--- src/rtl/regfile_pkg.sv ---
// Shared widths, register typedefs and packed-port helpers for the multi-port register file.
package regfile_pkg;

    localparam int DEF_AWIDTH = 5;
    localparam int DEF_DWIDTH = 32;

    // Widest packed port vector and field the slice helper handles.
    localparam int MAX_VEC   = 512;
    localparam int MAX_FIELD = 64;

    typedef logic [DEF_AWIDTH-1:0] reg_addr_t;
    typedef logic [DEF_DWIDTH-1:0] reg_data_t;

    // Field k of width w from a packed vector; callers truncate to their own width.
    function automatic logic [MAX_FIELD-1:0] port_field(
        input logic [MAX_VEC-1:0] vec,
        input int                 k,
        input int                 w
    );
        logic [MAX_VEC-1:0] shifted;
        shifted = vec >> (k * w);
        return shifted[MAX_FIELD-1:0];
    endfunction

endpackage

--- src/rtl/regfile_scoreboard.sv ---
// Per-register busy bits: issue sets, writeback clears, flush squashes; per-port stall lookup.
module regfile_scoreboard
    import regfile_pkg::*;
#(
    parameter int AWIDTH   = DEF_AWIDTH,
    parameter int NREAD    = 2,
    parameter int NWRITE   = 2,
    parameter int ZERO_REG = 1
) (
    input  logic                     clk,
    input  logic                     rst,
    input  logic [NWRITE-1:0]        wen_eff,
    input  logic [NWRITE*AWIDTH-1:0] waddr,
    input  logic                     issue_valid,
    input  logic [AWIDTH-1:0]        issue_rd,
    input  logic                     flush,
    input  logic [NREAD*AWIDTH-1:0]  raddr,
    output logic [NREAD-1:0]         rbusy
);

    localparam int DEPTH = 2 ** AWIDTH;

    logic [DEPTH-1:0] busy;
    logic             issue_eff;

    assign issue_eff = issue_valid & ~((ZERO_REG != 0) && (issue_rd == '0));

    // NOTE: later non-blocking assignments to the same bit win, so the issue set placed after the clears takes priority.
    always_ff @(posedge clk or posedge rst) begin
        if (rst) begin
            busy <= '0;
        end else if (flush) begin
            busy <= '0;
        end else begin
            for (int k = 0; k < NWRITE; k++) begin
                if (wen_eff[k]) busy[waddr[k*AWIDTH +: AWIDTH]] <= 1'b0;
            end
            if (issue_eff) busy[issue_rd] <= 1'b1;
        end
    end

    // A write landing this cycle is bypassed to the reader, so it does not stall.
    always_comb begin
        rbusy = '0;
        for (int i = 0; i < NREAD; i++) begin
            logic hit;
            hit = 1'b0;
            for (int k = 0; k < NWRITE; k++) begin
                if (wen_eff[k] && (waddr[k*AWIDTH +: AWIDTH] == raddr[i*AWIDTH +: AWIDTH])) hit = 1'b1;
            end
            rbusy[i] = busy[raddr[i*AWIDTH +: AWIDTH]] & ~hit;
        end
    end

endmodule

--- src/rtl/regfile_mp_sb.sv ---
// Multi-port integer register file with write-to-read bypass and busy scoreboard.
module regfile_mp_sb
    import regfile_pkg::*;
#(
    parameter int AWIDTH   = DEF_AWIDTH,
    parameter int DWIDTH   = DEF_DWIDTH,
    parameter int NREAD    = 2,
    parameter int NWRITE   = 2,
    parameter int ZERO_REG = 1
) (
    input  logic                     clk,
    input  logic                     rst,
    input  logic [NWRITE-1:0]        wen,
    input  logic [NWRITE*AWIDTH-1:0] waddr,
    input  logic [NWRITE*DWIDTH-1:0] wdata,
    input  logic [NREAD*AWIDTH-1:0]  raddr,
    output logic [NREAD*DWIDTH-1:0]  rdata,
    output logic [NREAD-1:0]         rbusy,
    input  logic                     issue_valid,
    input  logic [AWIDTH-1:0]        issue_rd,
    input  logic                     flush
);

    localparam int DEPTH = 2 ** AWIDTH;

    logic [DWIDTH-1:0] mem [DEPTH];
    logic [AWIDTH-1:0] wa  [NWRITE];
    logic [DWIDTH-1:0] wd  [NWRITE];
    logic [AWIDTH-1:0] ra  [NREAD];
    logic [DWIDTH-1:0] rd  [NREAD];
    logic [NWRITE-1:0] wen_eff;

    for (genvar k = 0; k < NWRITE; k++) begin : g_wport
        assign wa[k]      = AWIDTH'(port_field(MAX_VEC'(waddr), k, AWIDTH));
        assign wd[k]      = DWIDTH'(port_field(MAX_VEC'(wdata), k, DWIDTH));
        assign wen_eff[k] = wen[k] & ~((ZERO_REG != 0) && (wa[k] == '0));
    end

    for (genvar i = 0; i < NREAD; i++) begin : g_rport
        assign ra[i] = AWIDTH'(port_field(MAX_VEC'(raddr), i, AWIDTH));
        assign rdata[i*DWIDTH +: DWIDTH] = rd[i];
    end

    // NOTE: the storage array is reset here because software relies on every register reading zero after reset.
    always_ff @(posedge clk or posedge rst) begin
        if (rst) begin
            for (int a = 0; a < DEPTH; a++) mem[a] <= '0;
        end else begin
            for (int k = 0; k < NWRITE; k++) begin
                if (wen_eff[k]) mem[wa[k]] <= wd[k];
            end
        end
    end

    // NOTE: every output gets a default before the loops, so no latch is inferred.
    always_comb begin
        for (int i = 0; i < NREAD; i++) begin
            rd[i] = mem[ra[i]];
            for (int k = 0; k < NWRITE; k++) begin
                if (wen_eff[k] && (wa[k] == ra[i])) rd[i] = wd[k];
            end
            if ((ZERO_REG != 0) && (ra[i] == '0)) rd[i] = '0;
            // Bypass data must not leak out while reset is held.
            if (rst) rd[i] = '0;
        end
    end

    regfile_scoreboard #(
        .AWIDTH   (AWIDTH),
        .NREAD    (NREAD),
        .NWRITE   (NWRITE),
        .ZERO_REG (ZERO_REG)
    ) u_scoreboard (
        .clk         (clk),
        .rst         (rst),
        .wen_eff     (wen_eff),
        .waddr       (waddr),
        .issue_valid (issue_valid),
        .issue_rd    (issue_rd),
        .flush       (flush),
        .raddr       (raddr),
        .rbusy       (rbusy)
    );

endmodule

--- config.mk ---
export PLATFORM = sky130hd
export DESIGN_NAME = regfile_mp_sb
export DESIGN_NICKNAME = d
export VERILOG_FILES = /design/src/rtl/regfile_pkg.sv /design/src/rtl/regfile_scoreboard.sv /design/src/rtl/regfile_mp_sb.sv
export SDC_FILE = /design/constraint.sdc
export NUM_CORES = 2
export LEC_CHECK = 0
export BUFFER_PORTS_ARGS = -buffer_cell sky130_fd_sc_hd__buf_2
export CAP_MARGIN = 30
export CORE_MARGIN = 1.5
export CORE_UTILIZATION = 45
export DETAILED_ROUTE_END_ITERATION = 7
export PLACE_DENSITY_LB_ADDON = 0.15
export SETUP_SLACK_MARGIN = 0.15
export SYNTH_ARGS = -nofsm -noshare
export SYNTH_HDL_FRONTEND = slang
export SYNTH_HIERARCHICAL = 1
export SYNTH_SLANG_ARGS = --single-unit
--- constraint.sdc ---
create_clock -name clk -period 49 [get_ports clk]
set_input_delay 7.35 -clock clk [delete_from_list [all_inputs] [get_ports clk]]
set_output_delay 7.35 -clock clk [all_outputs]
set_load 0.1 [all_outputs]
* Word-level counts from Yosys, hierarchy flattened
Index checks and enable logic that the tools add are counted.
** Cells by class
- Equality and inequality tests :: 4
- Bitwise operators :: 19
- Muxes and demuxes :: 42
- Reduce and logical (&&, ||, !) cells :: 14
- Order comparisons :: 14
** Operators with widths (number)
- bitwise mux 1024 bit :: 2
- 2-to-1 mux 1024 bit :: 2
- 2-to-1 mux 32 bit :: 20
- binary-select mux 32 bit (select 5 bit) :: 2
- demux 32 bit (select 5 bit) :: 2
- bitwise AND 32 bit :: 2
- inverter 32 bit :: 2
- OR 32 bit :: 1
- < comparator 5 x 6 -> 1 bit, second input constant :: 5
- zero test 5 bit :: 5
- greater-or-equal comparator 6 bit, second input constant :: 4
- inverter 5 -> 6 bit :: 4
- equality test 5 bit :: 4
- demux 1 bit (select 5 bit) :: 3
- greater-or-equal comparator 5 x 1 -> 1 bit, second input constant :: 3
- < comparator 6 x 1 -> 1 bit, second input constant :: 2
- binary-select mux 1 bit (select 5 bit) :: 2
- logical AND 1 bit :: 9
- 2-to-1 mux 1 bit :: 9
- bitwise AND 1 bit :: 5
- inverter 1 bit :: 5
** Storage, ports and cells
- Bits in registers :: 1056
- Bits of input ports :: 95
- Logic and storage cells :: 126

* Depth between registers and ports, before layout
- Depth after elaboration :: 14
- Gate-level depth with buffers :: 10

* Hierarchy
The synthesis kept the hierarchy.
** Modules (own cells, without submodules)
- regfile_mp_sb :: cells an instance 6209, seq. area each 25624.6 µm², times used 1, area each 64521.9 µm²
- regfile_scoreboard :: cells an instance 271, seq. area each 800.8 µm², times used 1, area each 2672.6 µm²

* Worst setup path after synthesis
Ideal clock, no wire load.
- Path type :: input port to output port
- From :: in waddr[0]
- To :: out rdata[41]
- Path buffers :: 3
- Slack :: 30.806 ns
- Stages on the path :: 8
- Data arrival time :: 10.844 ns
- Path through :: buf_4 or2_1 buf_4 o41ai_2 or4_1 nand3b_1 clkbuf_1 o21ai_0
** On the way
- Cells in the longest elaborated chain, start to end :: 8
** RTL lines
- start: declaration :: RTL line regfile_mp_sb.sv:14 : input logic [NWRITE*AWIDTH-1:0] waddr,
- zero test 5 bit :: RTL line regfile_mp_sb.sv:36 : assign wen_eff[k] = wen[k] & ~((ZERO_REG != 0) && (wa[k] == '0));
- inverter 1 bit :: RTL line regfile_mp_sb.sv:36
- bitwise AND 1 bit :: RTL line regfile_mp_sb.sv:36
- logical AND 1 bit (*) :: RTL line regfile_mp_sb.sv:60 : if (wen_eff[k] && (wa[k] == ra[i])) rd[i] = wd[k];
- 2-to-1 mux 32 bit (*) (2 in a row) :: RTL line regfile_mp_sb.sv:60
- 2-to-1 mux 32 bit (*) :: RTL line regfile_mp_sb.sv:62 : if ((ZERO_REG != 0) && (ra[i] == '0)) rd[i] = '0;
- 2-to-1 mux 32 bit (*) :: RTL line regfile_mp_sb.sv:64 : if (rst) rd[i] = '0;
- end: declaration :: RTL line regfile_mp_sb.sv:17 : output logic [NREAD*DWIDTH-1:0] rdata,
Mark *: on every way between the ends. The rest lies on a longest branch, timed or not.

* Final worst setup path
- From :: in raddr[0]
- To :: out rdata[28]
** On the way
- Cells in the longest elaborated chain, start to end :: 8
** RTL lines
- start: declaration :: RTL line regfile_mp_sb.sv:16 : input logic [NREAD*AWIDTH-1:0] raddr,
- inverter 5 -> 6 bit (not written as such) :: RTL line regfile_mp_sb.sv:58 : rd[i] = mem[ra[i]];
- binary-select mux 32 bit (select 5 bit) :: RTL line regfile_mp_sb.sv:58
- 2-to-1 mux 32 bit (not written as such) (2 in a row) :: RTL line regfile_mp_sb.sv:58
- 2-to-1 mux 32 bit (2 in a row) :: RTL line regfile_mp_sb.sv:60
- 2-to-1 mux 32 bit (*) :: RTL line regfile_mp_sb.sv:62
- 2-to-1 mux 32 bit (*) :: RTL line regfile_mp_sb.sv:64
Mark *: on every way between the ends. The rest lies on a longest branch, timed or not. The select of a mux whose other input is x is not followed.

==> impl_metrics.json <==
{
  "crit_required_ps": 41650,
  "maxSlewHeadroom_pct": 21.1,
  "synth_compound_area_share_pct": 12.6,
  "synth_seq_cells": 1056,
  "post_cts_buffers": 0,
  "avgSynthCellArea_um2": 10.4,
  "synth_common_cells": "dfrtp_1 (1,056), mux2i_1 (991), a21oi_1 (924), nor2_1 (749), mux4_2 (542)",
  "cp-start-kind": "primary input",
  "total_power_mw": 3.05,
  "layout_min_cycle_time_ps": 18850,
  "critPathTopFamily": "buffers and inverters",
  "cts_sinks": 1056,
  "synthesis.area_mm2": 0.0672,
  "crit_type": "in -> out",
  "finalSetupViolations": 0,
  "fin_crit_sh_pct": 38.5,
  "cts_inserted_buffers": 120,
  "ctsHoldBuffers": 0,
  "ioPinCount": 161,
  "synth_edf_count": 0,
  "wirelength_mm": 272,
  "port_buffers": 160,
  "peakVddDrop_v": 0.0000323,
  "stdcell_area_mm2": 0.0735,
  "powerDensity_mw_per_mm2": 41.5,
  "gp_congestion": 0.847,
  "synth_top_family_by_area": "multiplexers",
  "avgRoutedWirePerCell_um": 33.4,
  "p_leak_nw": 30.3,
  "syn_inst": 6480,
  "nNetsFinal": 6195,
  "arrival_ps": 11500,
  "design.die.area_mm2": 0.152,
  "crit_path_max_fanout": 60,
  "gr-usage-met3_pct": 8.39,
  "async_flop_share_pct": 100,
  "synth_ff_type": "dfrtp_1",
  "num_vias": 54337,
  "overflow": 0,
  "final_max_slew_viol_count": 0,
  "path_clk_slew_ps": 50,
  "drc": 0,
  "vias_per_cell": 6.68,
  "die_h_um": 389,
  "gr-usage-met1_pct": 48.6,
  "cts_buffer_depth": 3,
  "finalNonFillerCells": 8137,
  "placed_cell_area_mm2": 0.0690,
  "cp-end-kind": "output port",
  "yosys_warnings": 6,
  "max_freq_mhz": 53.0,
  "grt_max_degree": 159,
  "critPathMaxStageDelay_ps": 780,
  "antenna_found_initial": 17,
  "place_hpwl_mm": 152,
  "synth.distinct_cells": 54,
  "grt_pass1_vias": 52158,
  "synthXorXnorAreaFrac_pct": 0.521,
  "start_util_pct": 45.4,
  "netlist.area_leader.share_pct": 39.3,
  "fin_hold_ws_ps": 391,
  "h-tree-depth": 3,
  "drive_gt1_share_pct": 18.9,
  "insertion_delay_ps": 760,
  "grt_use_met2_pct": 53.2,
  "syn_to_final_growth_pct": 9.41,
  "setup_tns_ps": 0,
  "synth_most_common_cell": "dfrtp_1",
  "syn-num-nets": 6575,
  "cts-resized-gates": 0,
  "status": "finished, final reports clean",
  "grt_first_pass_wirelength_mm": 391,
  "synth_fa_ha_area_share_pct": 0,
  "fp-row-count": 141,
  "dieWidth_um": 389,
  "core-area_mm2": 0.148,
  "crit_buf_inv": 5,
  "placedCellCount": 7901,
  "antenna_left": 0,
  "synthMuxAreaShare_pct": 33.8,
  "yosysTopAreaCell": "dfrtp_1",
  "cpMaxStageDelayCell": "buf_4",
  "gr-max-usage-layer": "met2",
  "grt_use_total_pct": 35.7,
  "cts_root_buf": "clkbuf_16",
  "synth_area_leaders": "dfrtp_1 (39%), mux4_2 (18%), mux2i_1 (15%)",
  "cts_tree": "yes",
  "fin_skew_ps": 0,
  "yosys.area_share.simple_pct": 8.62,
  "cap_violations": 0,
  "min_path_type": "reg -> reg",
  "rsz0062_at_grt": "no",
  "worstMarginPinSlew_ps": 1180,
  "synth-seq-area-share_pct": 39.3,
  "firstDrtPassIters": 6,
  "drt_iter0_markers": 7606,
  "report.final.hold_viol_count": 0,
  "crit_chain": "buf_8, buf_4, buf_4, buf_16, mux4_2, mux4_2, a22o_1, a221o_1, buf_2"
}
[power by group]
part | internal [mW] | switching, mW
combinational | 0.391 | 0.383
clock | 0.592 | 0.404
sequential | 1.09 | 0.185
total | 2.08 | 0.972
[cell type report]
type                            count  area [µm²]
Fill cell                       13214       74500
Timing Repair Buffer              310        2510
Tap cell                         1930        2410
Multi-Input combinational cell   4605       37800
Clock buffer                      172        3560
Inverter                            7        35.0
Sequential cell                  1056       26400
Clock inverter                     51         737
Antenna cell                        6        15.0
[worst paths after layout]
| check | startpoint | to | slack, ps | depth (start not counted) |
|---|---|---|---|---|
| max | raddr[0] | rdata[28] | 30150 | 9 |
| min in group asynchronous | rst | mem[39] | 6770 | 2 |
| min reg2reg | mem[1008] | mem[1008] | 390 | 0 |
| max reg2reg | mem[625] | mem[625] | 48180 | 2 |
| max in group asynchronous | rst | mem[719] | 38600 | 6 |
| min | mem[1008] | mem[1008] | 390 | 0 |
[state kept, by name, indices dropped and copies added (netlist names)]
register,count
u_scoreboard/busy,32
mem,1024
[worst register-to-register path, delay by kind of cell, from the launching register on]
family | cells | cell delay, ps
flops | 1 | 420
mux | 1 | 130
compound gates | 1 | 100
[placed cells by master (no fill, tap or decap), types with 35 or more instances in the layout]
master     synthesis  layout
nand2_1          521     490
clkbuf_8           0      35
nor2b_1           43      40
a21oi_1          924     924
o21ai_0          386     386
nor2_1           749     724
buf_4             20     116
a22oi_1          157     157
clkbuf_16          0     121
mux2i_1          991     991
buf_2            156     155
dfrtp_1         1056    1056
mux4_2           542     542
[through the flow]
step / setup slack, ps / utilization [%]
2_1_floorplan: 12830 / -
3_3_place_gp: 29970 / 46.3
3_5_place_dp: 29900 / 46.6
4_1_cts: 29870 / 49.5
5_1_grt: 29920 / 49.7
6_report: 30150 / 49.7
[layer usage]
metal,share of wire (%),wire [µm]
met1,39,107000
met2,44,120000
met3,11,29000
met4,5.7,15500
met5,0.045,121
[logic make-up after synthesis]
kind of cell,count (synthesis)
xor+xnor,40
compound gates,1574
mux,1572
buf+inv,819
simple gates,1419
flops,1056
No activity file was read; power rests on OpenSTA's default activity.
